File: src/rtl/best_arr_pkg.sv
// rtl/best_arr_pkg.sv - shared geometry constants and FSM state type for the best-array sender
package best_arr_pkg;

   localparam int DATA_WIDTH = 11;
   localparam int ROW_SIZE   = 26;
   localparam int COL_SIZE   = 19;
   localparam int BLOCKING   = 4;
   localparam int NUM_QUERYS = ROW_SIZE * COL_SIZE;
   localparam int ADDR_WIDTH = $clog2(NUM_QUERYS);
   localparam int HALF       = ROW_SIZE / 2;
   localparam int XB         = (HALF + BLOCKING - 1) / BLOCKING;

   typedef enum logic [1:0] {
      IDLE,
      RUN,
      DRAIN,
      DONE
   } state_t;

endpackage

File: src/rtl/best_arr_addr_gen.sv
// rtl/best_arr_addr_gen.sv - column-blocked address walker over the two half-images of the best array
module best_arr_addr_gen #(
   parameter int ROW_SIZE   = best_arr_pkg::ROW_SIZE,
   parameter int COL_SIZE   = best_arr_pkg::COL_SIZE,
   parameter int BLOCKING   = best_arr_pkg::BLOCKING,
   parameter int ADDR_WIDTH = $clog2(ROW_SIZE * COL_SIZE)
) (
   input  logic                  clk,
   input  logic                  rst,
   input  logic                  clear,
   input  logic                  advance,
   output logic [ADDR_WIDTH-1:0] addr,
   output logic                  last
);

   localparam int HALF = ROW_SIZE / 2;
   localparam int XB   = (HALF + BLOCKING - 1) / BLOCKING;

   localparam logic [ADDR_WIDTH-1:0] HALF_A     = ADDR_WIDTH'(HALF);
   localparam logic [ADDR_WIDTH-1:0] HALF_LAST  = ADDR_WIDTH'(HALF - 1);
   localparam logic [ADDR_WIDTH-1:0] ROW_A      = ADDR_WIDTH'(ROW_SIZE);
   localparam logic [ADDR_WIDTH-1:0] ROW_LAST   = ADDR_WIDTH'((COL_SIZE - 1) * ROW_SIZE);
   localparam logic [ADDR_WIDTH-1:0] BLK_A      = ADDR_WIDTH'(BLOCKING);
   localparam logic [ADDR_WIDTH-1:0] BLK_LAST   = ADDR_WIDTH'(BLOCKING - 1);
   localparam logic [ADDR_WIDTH-1:0] COL_LAST   = ADDR_WIDTH'((XB - 1) * BLOCKING);

   // Loop counters are held pre-scaled (y*ROW_SIZE, x*BLOCKING) so addr is a plain sum.
   logic                  px;
   logic [ADDR_WIDTH-1:0] row_base;
   logic [ADDR_WIDTH-1:0] col_base;
   logic [ADDR_WIDTH-1:0] xi;
   logic                  xi_end;
   logic                  y_end;
   logic                  x_end;

   always_comb begin
      // The partial last block ends early, which skips the out-of-half tuples outright.
      xi_end = (xi == BLK_LAST) || ((col_base + xi) == HALF_LAST);
      y_end  = (row_base == ROW_LAST);
      x_end  = (col_base == COL_LAST);
      last   = px & x_end & y_end & xi_end;
      addr   = (px ? HALF_A : '0) + row_base + col_base + xi;
   end

   always_ff @(posedge clk) begin
      if (rst || clear) begin
         px       <= 1'b0;
         row_base <= '0;
         col_base <= '0;
         xi       <= '0;
      end else if (advance) begin
         if (!xi_end) begin
            xi <= xi + 1'b1;
         end else begin
            xi <= '0;
            if (!y_end) begin
               row_base <= row_base + ROW_A;
            end else begin
               row_base <= '0;
               if (!x_end) begin
                  col_base <= col_base + BLK_A;
               end else begin
                  col_base <= '0;
                  px       <= ~px;
               end
            end
         end
      end
   end

endmodule

File: src/rtl/best_arr_sender.sv
// rtl/best_arr_sender.sv - streams the best-match index array from SRAM into the output FIFO
module best_arr_sender #(
   parameter int DATA_WIDTH = best_arr_pkg::DATA_WIDTH,
   parameter int ROW_SIZE   = best_arr_pkg::ROW_SIZE,
   parameter int COL_SIZE   = best_arr_pkg::COL_SIZE,
   parameter int BLOCKING   = best_arr_pkg::BLOCKING,
   parameter int ADDR_WIDTH = $clog2(ROW_SIZE * COL_SIZE)
) (
   input  logic                  clk,
   input  logic                  rst,
   input  logic                  send_best_arr,
   output logic                  busy,
   output logic                  done,
   output logic                  mem_ren,
   output logic [ADDR_WIDTH-1:0] mem_addr,
   input  logic [DATA_WIDTH-1:0] mem_rdata,
   output logic                  out_fifo_wenq,
   output logic [DATA_WIDTH-1:0] out_fifo_wdata,
   input  logic                  out_fifo_wfull_n
);

   import best_arr_pkg::state_t;
   import best_arr_pkg::IDLE;
   import best_arr_pkg::RUN;
   import best_arr_pkg::DRAIN;
   import best_arr_pkg::DONE;

   localparam int                CW         = ADDR_WIDTH + 1;
   localparam logic [CW-1:0]     NUM_A      = CW'(ROW_SIZE * COL_SIZE);

   state_t                state;
   logic                  inflight;
   logic [1:0]            occ;
   logic [1:0]            occ_next;
   logic [2:0]            pending;
   logic [DATA_WIDTH-1:0] buf0;
   logic [DATA_WIDTH-1:0] buf1;
   logic [CW-1:0]         word_cnt;
   logic                  cap;
   logic                  deq;
   logic                  ag_last;
   logic                  ag_clear;

   // Reset gates the strobes combinationally so an abort takes effect in the same cycle.
   always_comb begin
      cap            = inflight;
      out_fifo_wenq  = !rst && (occ != 2'd0) && out_fifo_wfull_n;
      deq            = out_fifo_wenq;
      out_fifo_wdata = buf0;
      occ_next       = occ + {1'b0, cap} - {1'b0, deq};
      pending        = {1'b0, occ} + {2'b00, inflight} - {2'b00, deq};
      mem_ren        = !rst && (state == RUN) && (pending < 3'd2);
      ag_clear       = (state == IDLE) && send_best_arr;
   end

   best_arr_addr_gen #(
      .ROW_SIZE  (ROW_SIZE),
      .COL_SIZE  (COL_SIZE),
      .BLOCKING  (BLOCKING),
      .ADDR_WIDTH(ADDR_WIDTH)
   ) u_addr_gen (
      .clk    (clk),
      .rst    (rst),
      .clear  (ag_clear),
      .advance(mem_ren),
      .addr   (mem_addr),
      .last   (ag_last)
   );

   always_ff @(posedge clk) begin
      if (rst) begin
         state    <= IDLE;
         busy     <= 1'b0;
         done     <= 1'b0;
         inflight <= 1'b0;
         occ      <= 2'd0;
         buf0     <= '0;
         buf1     <= '0;
         word_cnt <= '0;
      end else begin
         inflight <= mem_ren;
         occ      <= occ_next;
         done     <= 1'b0;

         // Head is buf0; a capture lands behind whatever survives this cycle's dequeue.
         case ({cap, deq})
            2'b11: begin
               if (occ == 2'd1) begin
                  buf0 <= mem_rdata;
               end else begin
                  buf0 <= buf1;
                  buf1 <= mem_rdata;
               end
            end
            2'b01: buf0 <= buf1;
            2'b10: begin
               if (occ == 2'd0) buf0 <= mem_rdata;
               else             buf1 <= mem_rdata;
            end
            default: ;
         endcase

         if (deq && (word_cnt != NUM_A)) word_cnt <= word_cnt + 1'b1;
         if (deq) assert (word_cnt < NUM_A);

         case (state)
            IDLE: begin
               if (send_best_arr) begin
                  state    <= RUN;
                  busy     <= 1'b1;
                  word_cnt <= '0;
               end
            end
            RUN: begin
               if (mem_ren && ag_last) state <= DRAIN;
            end
            DRAIN: begin
               if (!inflight && (occ_next == 2'd0)) begin
                  state <= DONE;
                  busy  <= 1'b0;
                  done  <= 1'b1;
               end
            end
            DONE: begin
               assert (word_cnt == NUM_A);
               state <= IDLE;
            end
            default: state <= IDLE;
         endcase
      end
   end

endmodule

File: config.mk
export PLATFORM = sky130hd
export DESIGN_NAME = best_arr_sender
export DESIGN_NICKNAME = d
export VERILOG_FILES = /design/src/rtl/best_arr_pkg.sv /design/src/rtl/best_arr_addr_gen.sv /design/src/rtl/best_arr_sender.sv
export SDC_FILE = /design/constraint.sdc
export NUM_CORES = 1
export LEC_CHECK = 0
export BUFFER_PORTS_ARGS = -buffer_cell sky130_fd_sc_hd__clkbuf_2
export CAP_MARGIN = 20
export CORE_MARGIN = 2
export CORE_UTILIZATION = 60
export CTS_BUF_LIST = sky130_fd_sc_hd__clkbuf_4 sky130_fd_sc_hd__clkbuf_8
export DETAILED_ROUTE_END_ITERATION = 8
export MAX_ROUTING_LAYER = met4
export PLACE_DENSITY = 0.82
export SYNTH_ARGS = -nofsm -noshare
export SYNTH_HDL_FRONTEND = slang
export SYNTH_SLANG_ARGS = --single-unit
File: constraint.sdc
create_clock -name clk -period 3.9 [get_ports clk]
set_input_delay 0.585 -clock clk [delete_from_list [all_inputs] [get_ports clk]]
set_output_delay 0.585 -clock clk [all_outputs]
set_load 0.01 [all_outputs]
==> results.md, run 1 <==
- WS Path Type: reg -> out
- Root buffer cell: clkbuf_8
- Clk pin slew, worst setup/hold paths: 100 ps
- Die Width: 79.5 µm
- Lkg Pwr: 1.66 nW
- Final Net Count: 475
- Minimum clock period: 3760 ps
- Area Growth Syn to Fin: 11.5%
- Peak supply drop: 0.000420 V
- Reg power frac: 41.3%
- Ys flop type: dfxtp_1
- Num CTS Buffers: 5
- Syn Area/Cell: 9.01 µm²
- Max clock buf depth: 2
- DRT Pass-1 Iters: 4
- Via count: 2916
- Switch Pwr: 0.667 mW
- Initial antenna violation count: 0
- Yosys warns: 0
- Cells after Synth: 379
- Num rows: 27
- Slew Viols, Final: 0
- PwrDens: 456 nW/µm²
- Status: finished, final reports clean
- Internal power: 1.07 mW
- Final worst slack: 145 ps
- Critical path data required time: 3310 ps
- Dpl cell area: 3690 µm²
- Setup Viol. Count Final: 0
- Wire length per cell: 15.1 µm
- Htree depth: 2
- Synth cell types: 58
- Crit share post-route: 96.3%
- Largest net degree at the start of global routing: 31
- Post-DP HPWL: 5560 µm
- Max cap viols: 0
- Count of input and output buffers: 38
- Final-report hold violation count: 0
- Synthesized area: 3420 µm²
- CP Max Fanout: 6
- Core footprint: 5510 µm²
- Placement Setup Slack: 267 ps
- Worst-skew pair later-pin latency: 310 ps
- CTS tree: built
- Slew @ Worst Pin: 702 ps
- Layout cells sized above 1: 15.6%
- Total wire length: 7390 µm
- GP Congestion: 0.932
- Drt drc: 0
- Seq/Total Area, Yosys: 31.6%
- I/O pin total: 39
- GRT Total Usage: 25.3%
- First-pass GRT wire length: 12500 µm
- Fmax: 266 MHz
- N_diodes: 0
- Flops & latches, synth: 54
- Final setup TNS: 0 ps
- Worst Hold Class: reg -> reg
- Clk sinks: 54
- Gate power share: 39.6%
- Vias in the first global route: 2716
- Clock share of power: 19.1%
- Non-filler instance count after layout: 489
- Final Skew: 6.34 ps
- Critical path data arrival time: 3170 ps
- Crit path launch type: register
- Sw frac: 38.4%
- GRT Residual Overflow: 0
- RSZ-0062 raised after global routing: yes
- Relative slew slack: 53.2%
- Vias per Instance: 5.96
- Die height: 79.5 µm
- CP endpoint kind: output pin
- Starting Density: 62.0%
- Post-layout util: 69.1%
- Syn nets: 438
- Die footprint: 6310 µm²
- Initial detailed-routing violation count: 204
- Post-synth EDFFs: 0
- Synth async-reset ratio: 0%
- Post-route cell area: 3810 µm²
- Post-DRT Antenna Nets: 0
- DP Cell Count: 480
## state kept, by name (all words and copies together), names as in the netlist
| signal | cells |
|---|---|
| out_fifo_wdata | 11 |
| buf1 | 11 |
| u_addr_gen.px | 1 |
| busy | 1 |
| u_addr_gen.row_base | 8 |
| cap | 1 |
| occ | 2 |
| u_addr_gen.xi | 9 |
| u_addr_gen.col_base | 7 |
| done | 1 |
| state | 2 |
## final timing paths
kind | start | to | slack [ps] | cells after the start
worst min register to register | out_fifo_wdata[2] | out_fifo_wdata[2] | 500 | 2
worst max register to register | occ[0] | u_addr_gen.xi[7] | 600 | 14
worst max-delay path | u_addr_gen.row_base[2] | mem_addr[8] | 140 | 10
worst min-delay path | out_fifo_wdata[2] | out_fifo_wdata[2] | 500 | 2
## layout make-up
cell class,instances,area (µm²)
timing repair buffer,46,250
clock inverter,3,28.8
clock buffer,5,68.8
inverter,15,56.3
multi-input combinational,294,2220
fill,438,1700
tap,72,90.1
sequential,54,1090
## worst max-delay path, cell delays in order (launching register included)
cell     delay, ps
dfxtp_4        380
fa_1           550
fa_1           460
ha_1           290
a21o_1         180
a21oi_2        160
nor2b_1         60
o21a_1         180
o41a_1         320
xnor2_1        130
buf_2          140
## routing by layer
| layer | GRT usage [%] | share of wire [%] | vias up |
|---|---|---|---|
| met1 | 34.7 | 45 | 1384 |
| met4 | 5.34 | 0.95 | 0 |
| li1 | - | - | 1456 |
| met3 | 3.73 | 5.4 | 8 |
| met5 | - | 0 | - |
| met2 | 39.8 | 48 | 68 |
## synth_stat cells, drive strengths merged, types with 4 or more instances
cell type,n,share of area [%]
o21ai,19,2.8
ha,34,12
xor2,8,2.1
and3,5,0.92
nand4b,6,1.5
nor2b,8,1.5
dfxtp,54,32
inv,14,1.5
nand3,13,1.9
or4,4,0.99
mux2i,12,3.5
clkbuf,13,1.4
fa,10,5.9
nand2,11,1.2
a21o,5,1.1
nand4,6,1.1
nor3,10,1.5
a22oi,11,2.4
a211oi,13,2.9
o31ai,4,0.88
nor2,46,5.1
a21oi,20,2.9
xnor2,12,3.1
## cells in the final DEF, fill, tap and decap left out, drive strengths merged, types with 2 or more instances in the layout
master	netlist	routed
or4	4	4
nor3	10	10
or3	2	2
clkbuf	13	42
a31oi	2	2
nor2b	8	8
buf	3	9
xnor2	12	12
clkinv	1	2
nand2	11	11
a211oi	13	13
a21o	5	5
dfxtp	54	54
nand4b	6	6
nand3	13	13
xor2	8	8
a22oi	11	11
o21ai	19	19
ha	34	34
nand3b	3	3
mux2i	12	12
and3	5	5
nor2	46	46
o21a	3	3
o31ai	4	4
nand4	6	6
o21bai	2	2
nor4	2	2
fa	10	10
a21oi	20	20
inv	14	16
a311oi	2	2
## power by group through the flow
| stage | logic [mW] | clock network [mW] | registers, mW |
|---|---|---|---|
| 5_1_grt | 0.772 | 0.364 | 0.729 |
| 3_5_place_dp | 0.687 | 0 | 0.731 |
| 3_3_place_gp | 0.675 | 0 | 0.728 |
| 6_report | 0.687 | 0.332 | 0.717 |
| 4_1_cts | 0.691 | 0.341 | 0.719 |
| 2_1_floorplan | 0.471 | 0 | 0.743 |
## cells by family (layout without fill, tap and decap cells)
kind of cell | count (synthesis) | in the layout | share of synthesized area (%)
xor+xnor | 20 | 20 | 5.13
compound gates | 92 | 92 | 18.4
other cells | 1 | 1 | 0.110
mux | 12 | 12 | 3.52
buf+inv | 31 | 69 | 3.66
simple gates | 125 | 125 | 19.3
flops | 54 | 54 | 31.6
fa+ha+maj | 44 | 44 | 18.3
## repair_timing
action	CTS	global route
setup endpoints to repair	1	2
gates resized for setup	3	5
pin swaps	0	5
buffers inserted	0	1
hold buffers	0	0
## per-stage QoR
step | hold slack [ps] | power [mW]
finish | 505 | 1.74
global route | 519 | 1.86
CTS | 505 | 1.75
detailed placement | 487 | 1.42
global placement | 473 | 1.40
floorplan | 461 | 1.21
Note: power is estimated with default switching activity, not from simulation.
==> run 2, diff against run 1 <==
- CAP_MARGIN: 20 -> not set
- PLACE_DENSITY: 0.82 -> 0.81
- SYNTH_HIERARCHICAL: not set -> 1
==> run 2 against run 1 <==
Power shrank 13%. Critical endpoint unchanged. Utilization shrank 0.67 points. Register-to-register slack lost 160 ps. Final area grew 5.8%. Sequential cell count is the same. Largest cell class unchanged. Routed wire length grew 6.1%.
==> results.md, run 2 <==
- Seq/Total Area, Yosys: 29.9% (was 31.6%)
- Yosys warns: 6 (was 0)
- Gate power share: 34.7% (was 39.6%)
- Critical path data required time: 3310 ps (about the same)
- Filler cell count in the final layout: 485 (was 438)
- R2R Path End: u_addr_gen/row_base[7] (was u_addr_gen.xi[7])
- Reg power frac: 43.4% (was 41.3%)
- GP Congestion: 0.889 (was 0.932)
- Final-report hold violation count: 0 (unchanged)
- Most numerous cell in the Yosys netlist: dfxtp_1 (unchanged)
- Clock share of power: 21.9% (was 19.1%)
- Dpl cell area: 3870 µm² (was 3690 µm²)
- Synth async-reset ratio: 0% (unchanged)
- Wire length per cell: 15.0 µm (was 15.1 µm)
- Peak supply drop: 0.000261 V (was 0.000420 V)
- Lkg Pwr: 1.77 nW (was 1.66 nW)
- Simple-gate portion of the synthesized area: 16.4% (was 19.3%)
- Cells after Synth: 406 (was 379)
- Flops & latches, synth: 54 (unchanged)
- Root buffer cell: clkbuf_8 (unchanged)
- Setup Viol. Count Final: 0 (unchanged)
- Most frequent cells in the layout: 49 x dfxtp_1, 37 x clkbuf_2, 34 x nor2_1, 32 x ha_1, 28 x inv_1 (was 51 x dfxtp_1, 46 x nor2_1, 37 x clkbuf_2, 34 x ha_1)
- Post-synthesis compound-gate area fraction: 19.5% (was 18.4%)
- Vias in the first global route: 2976 (was 2716)
- CP Max Fanout: 2 (was 6)
- Post-DRT Antenna Nets: 0 (unchanged)
- RSZ-0062 raised after global routing: yes (unchanged)
- Synthesized area: 3610 µm² (was 3420 µm²)
- Post-Synth XOR/XNOR Area: 4.85% (was 5.13%)
- Post-DP HPWL: 5910 µm (was 5560 µm)
- CTS tree: built (unchanged)
- Status: finished, final reports clean (unchanged)
- I/O pin total: 39 (unchanged)
- Initial detailed-routing violation count: 137 (was 204)
- DRT Pass-1 Iters: 5 (was 4)
- CP endpoint kind: output pin (unchanged)
- Worst reg2reg startpoint: occ[1] (was occ[0])
- Worst-skew pair later-pin latency: 310 ps (about the same)
- Via count: 3096 (was 2916)
- Crit share post-route: 98.4% (was 96.3%)
- Core footprint: 5890 µm² (was 5510 µm²)
- Relative slew slack: 19.5% (was 53.2%)
- WS Path Type: reg -> out (unchanged)
- Non-filler instance count after layout: 522 (was 489)
- Crit path launch type: register (unchanged)
- Mux contribution to synthesized area: 6.65% (was 3.52%)
- Synth top area share: 29.9% (was 31.6%)
- Synth Area in Adders: 17.0% (was 18.3%)
- Reg area: 1090 µm² (about the same)
- Combinational family with the most area after synthesis: compound AO/OA/AOI/OAI gates (was simple AND/OR/NAND/NOR gates)
- Hold depth: 2 (unchanged)
- GRT Residual Overflow: 0 (unchanged)
- Syn nets: 464 (was 438)
- Die footprint: 6660 µm² (was 6310 µm²)
- Hold_buf cts: 0 (unchanged)
- Minimum clock period: 3840 ps (was 3760 ps)
- Ys flop type: dfxtp_1 (unchanged)
- Htree depth: 2 (unchanged)
- N_diodes: 0 (unchanged)
- Area Growth Syn to Fin: 11.5% (about the same)
- Syn Area/Cell: 8.90 µm² (was 9.01 µm²)
- Leading area contributor after synthesis: dfxtp_1 (unchanged)
- Drt drc: 0 (unchanged)
- Slew Viols, Final: 0 (unchanged)
- Synth cell types: 55 (was 58)
- Count of input and output buffers: 38 (unchanged)
- Area occupied by multi-input gates: 2350 µm² (was 2220 µm²)
- PwrDens: 375 nW/µm² (was 456 nW/µm²)
- Die Width: 81.6 µm (was 79.5 µm)
- Worst Hold End: busy (was out_fifo_wdata[2])
- Final Skew: 6.47 ps (was 6.34 ps)
- List of most frequent post-synthesis cells: 54 x dfxtp_1, 34 x nor2_1, 33 x ha_1 (was 54 x dfxtp_1, 46 x nor2_1, 34 x ha_1)
- Layout cells sized above 1: 17.7% (was 15.6%)
- Sw frac: 36.3% (was 38.4%)
- Clk sinks: 54 (unchanged)
- Worst Min Path Start: busy (was out_fifo_wdata[2])
- First-pass GRT wire length: 13300 µm (was 12500 µm)
- Slew @ Worst Pin: 1200 ps (was 702 ps)
- Critical path data arrival time: 3250 ps (was 3170 ps)
- Fmax: 261 MHz (was 266 MHz)
- Commonest non-fill, non-tap cell in the layout: dfxtp_1 (unchanged)
- Final Net Count: 504 (was 475)
- Max clock buf depth: 2 (unchanged)
- Initial antenna violation count: 0 (unchanged)
- R2R cell count: 11 (was 14)
- DP Cell Count: 509 (was 480)
- Largest net degree at the start of global routing: 23 (was 31)
- Reg2Reg Setup Slack: 440 ps (was 600 ps)
- Clk pin slew, worst setup/hold paths: 110 ps (was 100 ps)
- Die height: 81.6 µm (was 79.5 µm)
- Post-route cell area: 4030 µm² (was 3810 µm²)
- Vias per Instance: 5.93 (was 5.96)
- GRT Total Usage: 26.1% (was 25.3%)
- Max cap viols: 0 (unchanged)
- Starting Density: 61.4% (was 62.0%)
- Post-synth EDFFs: 0 (unchanged)
- Internal power: 0.961 mW (was 1.07 mW)
- Num CTS Buffers: 5 (unchanged)
- Area contributors post-synth: dfxtp_1 30%, ha_1 11%, mux2i_1 6.6% (was dfxtp_1 32%, ha_1 12%, fa_1 5.9%)
- Total wire length: 7830 µm (was 7390 µm)
- Worst Hold Class: reg -> reg (unchanged)
- Switch Pwr: 0.549 mW (was 0.667 mW)
- Num rows: 28 (was 27)
[run 2: worst max path at each step]
stage / start / to / depth (start not counted)
after floorplan: rst / u_addr_gen/col_base[8] / 14
after global placement: u_addr_gen/px / mem_addr[8] / 12
after detailed placement: u_addr_gen/px / mem_addr[8] / 12
after CTS: u_addr_gen/px / mem_addr[8] / 12
after global routing: u_addr_gen/px / mem_addr[8] / 12
final: u_addr_gen/row_base[2] / mem_addr[8] / 12
[run 2: cells by family (layout without fill, tap and decap cells)]
group | count (synthesis) | after routing
other | 1 | 1
and+or+nand+nor | 118 | 118
buffers and inverters | 49 | 90
adders and majority gates | 43 | 43
AOI/OAI and AO/OA | 97 | 97
muxes | 24 | 24
xor gates and xnor gates | 20 | 20
DFF | 54 | 54
[run 2: layer usage]
metal  wire (µm)  track usage (%)
met3         374             4.18
met5           0                -
met4         116             9.00
met1        3420             29.3
met2        3920             47.0
[run 2: critical path, stage by stage, from the launching register on]
cell and delay, ps:
dfxtp_2 350, inv_2 40, fa_1 540, inv_2 50, fa_2 490, ha_4 230, a21o_1 170, a21oi_2 160
nor2b_1 70, o21a_1 200, o41a_1 320, xnor2_1 170, buf_2 150
[run 2: stage by stage]
| stage | util [%] | power, mW | worst slack (ps) | hold slack, ps | TNS, ps |
|---|---|---|---|---|---|
| 2_1_floorplan | - | 1.07 | 333 | 474 | 0 |
| 3_3_place_gp | 65.7 | 1.17 | 233 | 456 | 0 |
| 3_5_place_dp | 65.7 | 1.19 | 154 | 467 | 0 |
| 4_1_cts | 67.9 | 1.52 | 9.73 | 482 | 0 |
| 5_1_grt | 68.5 | 1.61 | -74.5 | 509 | -79.7 |
| 6_report | 68.5 | 1.51 | 62.4 | 481 | 0 |
[run 2: area by class of cell]
cell class	count	share of cell area, %
Multi-Input combinational cell	303	58.4
Sequential cell	54	27.0
Timing Repair Buffer	50	6.95
Inverter	32	3.04
Tap cell	75	2.33
Clock buffer	5	1.71
Clock inverter	3	0.621
[run 2: power groups by stage]
| stage | registers, mW | logic [mW] | clock network [mW] |
|---|---|---|---|
| global route | 0.663 | 0.593 | 0.353 |
| finish | 0.655 | 0.524 | 0.331 |
| floorplan | 0.663 | 0.408 | 0 |
| global placement | 0.663 | 0.504 | 0 |
| CTS | 0.654 | 0.526 | 0.338 |
| detailed placement | 0.667 | 0.524 | 0 |
[run 2: what timing repair did]
| action | 4_1_cts | 5_1_grt |
|---|---|---|
| setup endpoints to repair | 2 | 2 |
| buffers inserted | 4 | 1 |
| resized for setup | 5 | 10 |
| pin swaps | 3 | 8 |
==> run 3, diff against run 2 <==
--- a/config.mk
+++ b/config.mk
@@ -12,7 +12,6 @@
 export DETAILED_ROUTE_END_ITERATION = 8
 export MAX_ROUTING_LAYER = met4
-export PLACE_DENSITY = 0.81
+export PLACE_DENSITY = 0.82
 export SYNTH_ARGS = -nofsm -noshare
 export SYNTH_HDL_FRONTEND = slang
-export SYNTH_HIERARCHICAL = 1
 export SYNTH_SLANG_ARGS = --single-unit
==> constraint.sdc (replaced) <==
create_clock -name clk -period 3.9 [get_ports clk]
set_input_delay 0.585 -clock clk [delete_from_list [all_inputs] [get_ports clk]]
set_output_delay 0.585 -clock clk [all_outputs]
set_load 0.005 [all_outputs]
==> run 3 against run 2 <==
Final area is 5.7% lower. Sequential power is 9.6% higher. Combinational power is 29% higher. Routed wire length is 3.6% lower. Power is 14% higher. Register-to-register slack better by 120 ps. Global-route usage is 0.54 points lower. Maximum frequency is 3.5% higher. Non-clock buffer count is 4 lower. Sequential share of layout area is 1.7 points higher.
==> results.md, run 3 (synthesized netlist as in run 1, its figures left out) <==
- Hold depth: 2 (unchanged)
- Critical path data arrival time: 3120 ps (was 3250 ps)
- Critical path data required time: 3310 ps (about the same)
- PwrDens: 453 nW/µm² (was 375 nW/µm²)
- Htree depth: 2 (unchanged)
- Most frequent cells in the layout: 50 x dfxtp_1, 46 x nor2_1, 37 x clkbuf_2, 34 x ha_1, 19 x a21oi_1 (was 49 x dfxtp_1, 37 x clkbuf_2, 34 x nor2_1, 32 x ha_1, 28 x inv_1)
- Initial antenna violation count: 0 (unchanged)
- Post-layout util: 69.0% (was 68.5%)
- Status: finished, final reports clean (unchanged)
- Lkg Pwr: 1.66 nW (was 1.77 nW)
- Root buffer cell: clkbuf_8 (unchanged)
- Via count: 2984 (was 3096)
- Largest net degree at the start of global routing: 31 (was 23)
- RSZ-0062 raised after global routing: yes (unchanged)
- Wire length per cell: 15.4 µm (was 15.0 µm)
- Met3 Track Usage GR: 4.07% (was 4.18%)
- First-pass GRT wire length: 12500 µm (was 13300 µm)
- I/O pin total: 39 (unchanged)
- Met2 Track Usage GR: 40.1% (was 47.0%)
- Final Net Count: 475 (was 504)
- Vias in the first global route: 2775 (was 2976)
- Hold_buf cts: 0 (unchanged)
- R2R cell count: 14 (was 11)
- GR peak layer: met2 (unchanged)
- Layout cells sized above 1: 15.6% (was 17.7%)
- GRT Residual Overflow: 0 (unchanged)
- Slew @ Worst Pin: 711 ps (was 1200 ps)
- Area Growth Syn to Fin: 11.2% (was 11.5%)
- CP endpoint kind: output pin (unchanged)
- N_diodes: 0 (unchanged)
- Drt drc: 0 (unchanged)
- WS Path Type: reg -> out (unchanged)
- Core footprint: 5510 µm² (was 5890 µm²)
- Final-report hold violation count: 0 (unchanged)
- Die height: 79.5 µm (was 81.6 µm)
- Worst-skew pair later-pin latency: 310 ps (about the same)
- CP Max Fanout: 3 (was 2)
- Reg2Reg Setup Slack: 560 ps (was 440 ps)
- Max clock buf depth: 2 (unchanged)
- Die footprint: 6310 µm² (was 6660 µm²)
- Die Width: 79.5 µm (was 81.6 µm)
- Starting Density: 62.0% (was 61.4%)
- DP Cell Count: 480 (was 509)
- Dpl cell area: 3690 µm² (was 3870 µm²)
- Total wire length: 7550 µm (was 7830 µm)
- Max cap viols: 0 (unchanged)
- Crit path launch type: register (unchanged)
- Commonest non-fill, non-tap cell in the layout: dfxtp_1 (unchanged)
- Met1 usage: 33.9% (was 29.3%)
- GP Congestion: 0.886 (was 0.889)
- Minimum clock period: 3710 ps (was 3840 ps)
- Post-route cell area: 3800 µm² (was 4030 µm²)
- Initial detailed-routing violation count: 159 (was 137)
- Non-filler instance count after layout: 489 (was 522)
- CTS tree: built (unchanged)
- GRT Total Usage: 25.6% (was 26.1%)
- Vias per Instance: 6.10 (was 5.93)
- Post-DRT Antenna Nets: 0 (unchanged)
- Relative slew slack: 52.6% (was 19.5%)
- Slew Viols, Final: 0 (unchanged)
- Num CTS Buffers: 5 (unchanged)
- Crit share post-route: 95.1% (was 98.4%)
- Peak supply drop: 0.000382 V (was 0.000261 V)
- DRT Pass-1 Iters: 4 (was 5)
- Clk pin slew, worst setup/hold paths: 100 ps (was 110 ps)
- Count of input and output buffers: 38 (unchanged)
- Fmax: 270 MHz (was 261 MHz)
- Final Skew: 6.81 ps (was 6.47 ps)
- Clk sinks: 54 (unchanged)
- Num rows: 27 (was 28)
- Post-DP HPWL: 5680 µm (was 5910 µm)
- Setup Viol. Count Final: 0 (unchanged)
- Worst Hold Class: reg -> reg (unchanged)
## run 3: cell count changes in the layout (fill, tap and decap cells not counted), sizes merged, moves of 4 or more
cell and delta:
a211oi +11, a21oi +4, a22o -22, a22oi +11, buf -4, inv -18, mux2i -12, nand2 -14
nand4b +6, nor2 +12, nor2b +4, nor3 +5, or3 -4
## run 3: worst paths after layout
path,startpoint,to
worst max-delay path,u_addr_gen.xi[2],mem_addr[8]
worst min-delay path,busy,busy
worst max register to register,occ[0],u_addr_gen.xi[8]
worst min register to register,busy,busy
## run 3: power by group
| group | internal (mW) | switching, mW | total (mW) |
|---|---|---|---|
| Sequential | 0.652 | 0.0668 | 0.718 |
| Combinational | 0.285 | 0.393 | 0.678 |
| Clock | 0.130 | 0.196 | 0.326 |
## run 3: what timing repair did
item | 4_1_cts | 5_1_grt
buffers inserted | 0 | 1
endpoints found under the setup margin | 1 | 2
pin swaps | 0 | 4
resized for setup | 2 | 5
endpoints found under the hold margin | 0 | 0
## run 3: layout make-up
type / instances / area, µm²
tap: 72 / 90.1
timing repair buffer: 46 / 250
multi-input combinational: 294 / 2220
fill: 434 / 1710
clock inverter: 3 / 25.0
inverter: 15 / 56.3
clock buffer: 5 / 68.8
sequential: 54 / 1090
## run 3: through the flow
stage          setup slack (ps)  hold WS, ps  TNS [ps]  power, mW
2_1_floorplan               502          461         0       1.19
3_3_place_gp                354          473         0       1.38
3_5_place_dp                296          488         0       1.40
4_1_cts                    3.27          505         0       1.73
5_1_grt                   -18.3          516     -18.3       1.84
6_report                    192          505         0       1.72
## run 3: critical path: stages, from the launching register on
cell and delay (ps):
dfxtp_4 370, fa_1 550, fa_1 460, ha_1 290, a21o_1 180, a21oi_2 150, nor2b_1 60, o21a_1 180
o41a_1 320, xnor2_1 130, buf_2 120
## run 3: metal layers
layer | wire length (µm) | part of all wire [%] | up-vias
li1 | - | - | 1461
met1 | 3560 | 47 | 1418
met2 | 3580 | 47 | 88
met3 | 284 | 3.8 | 17
met4 | 122 | 1.6 | 0
met5 | 0 | 0 | -
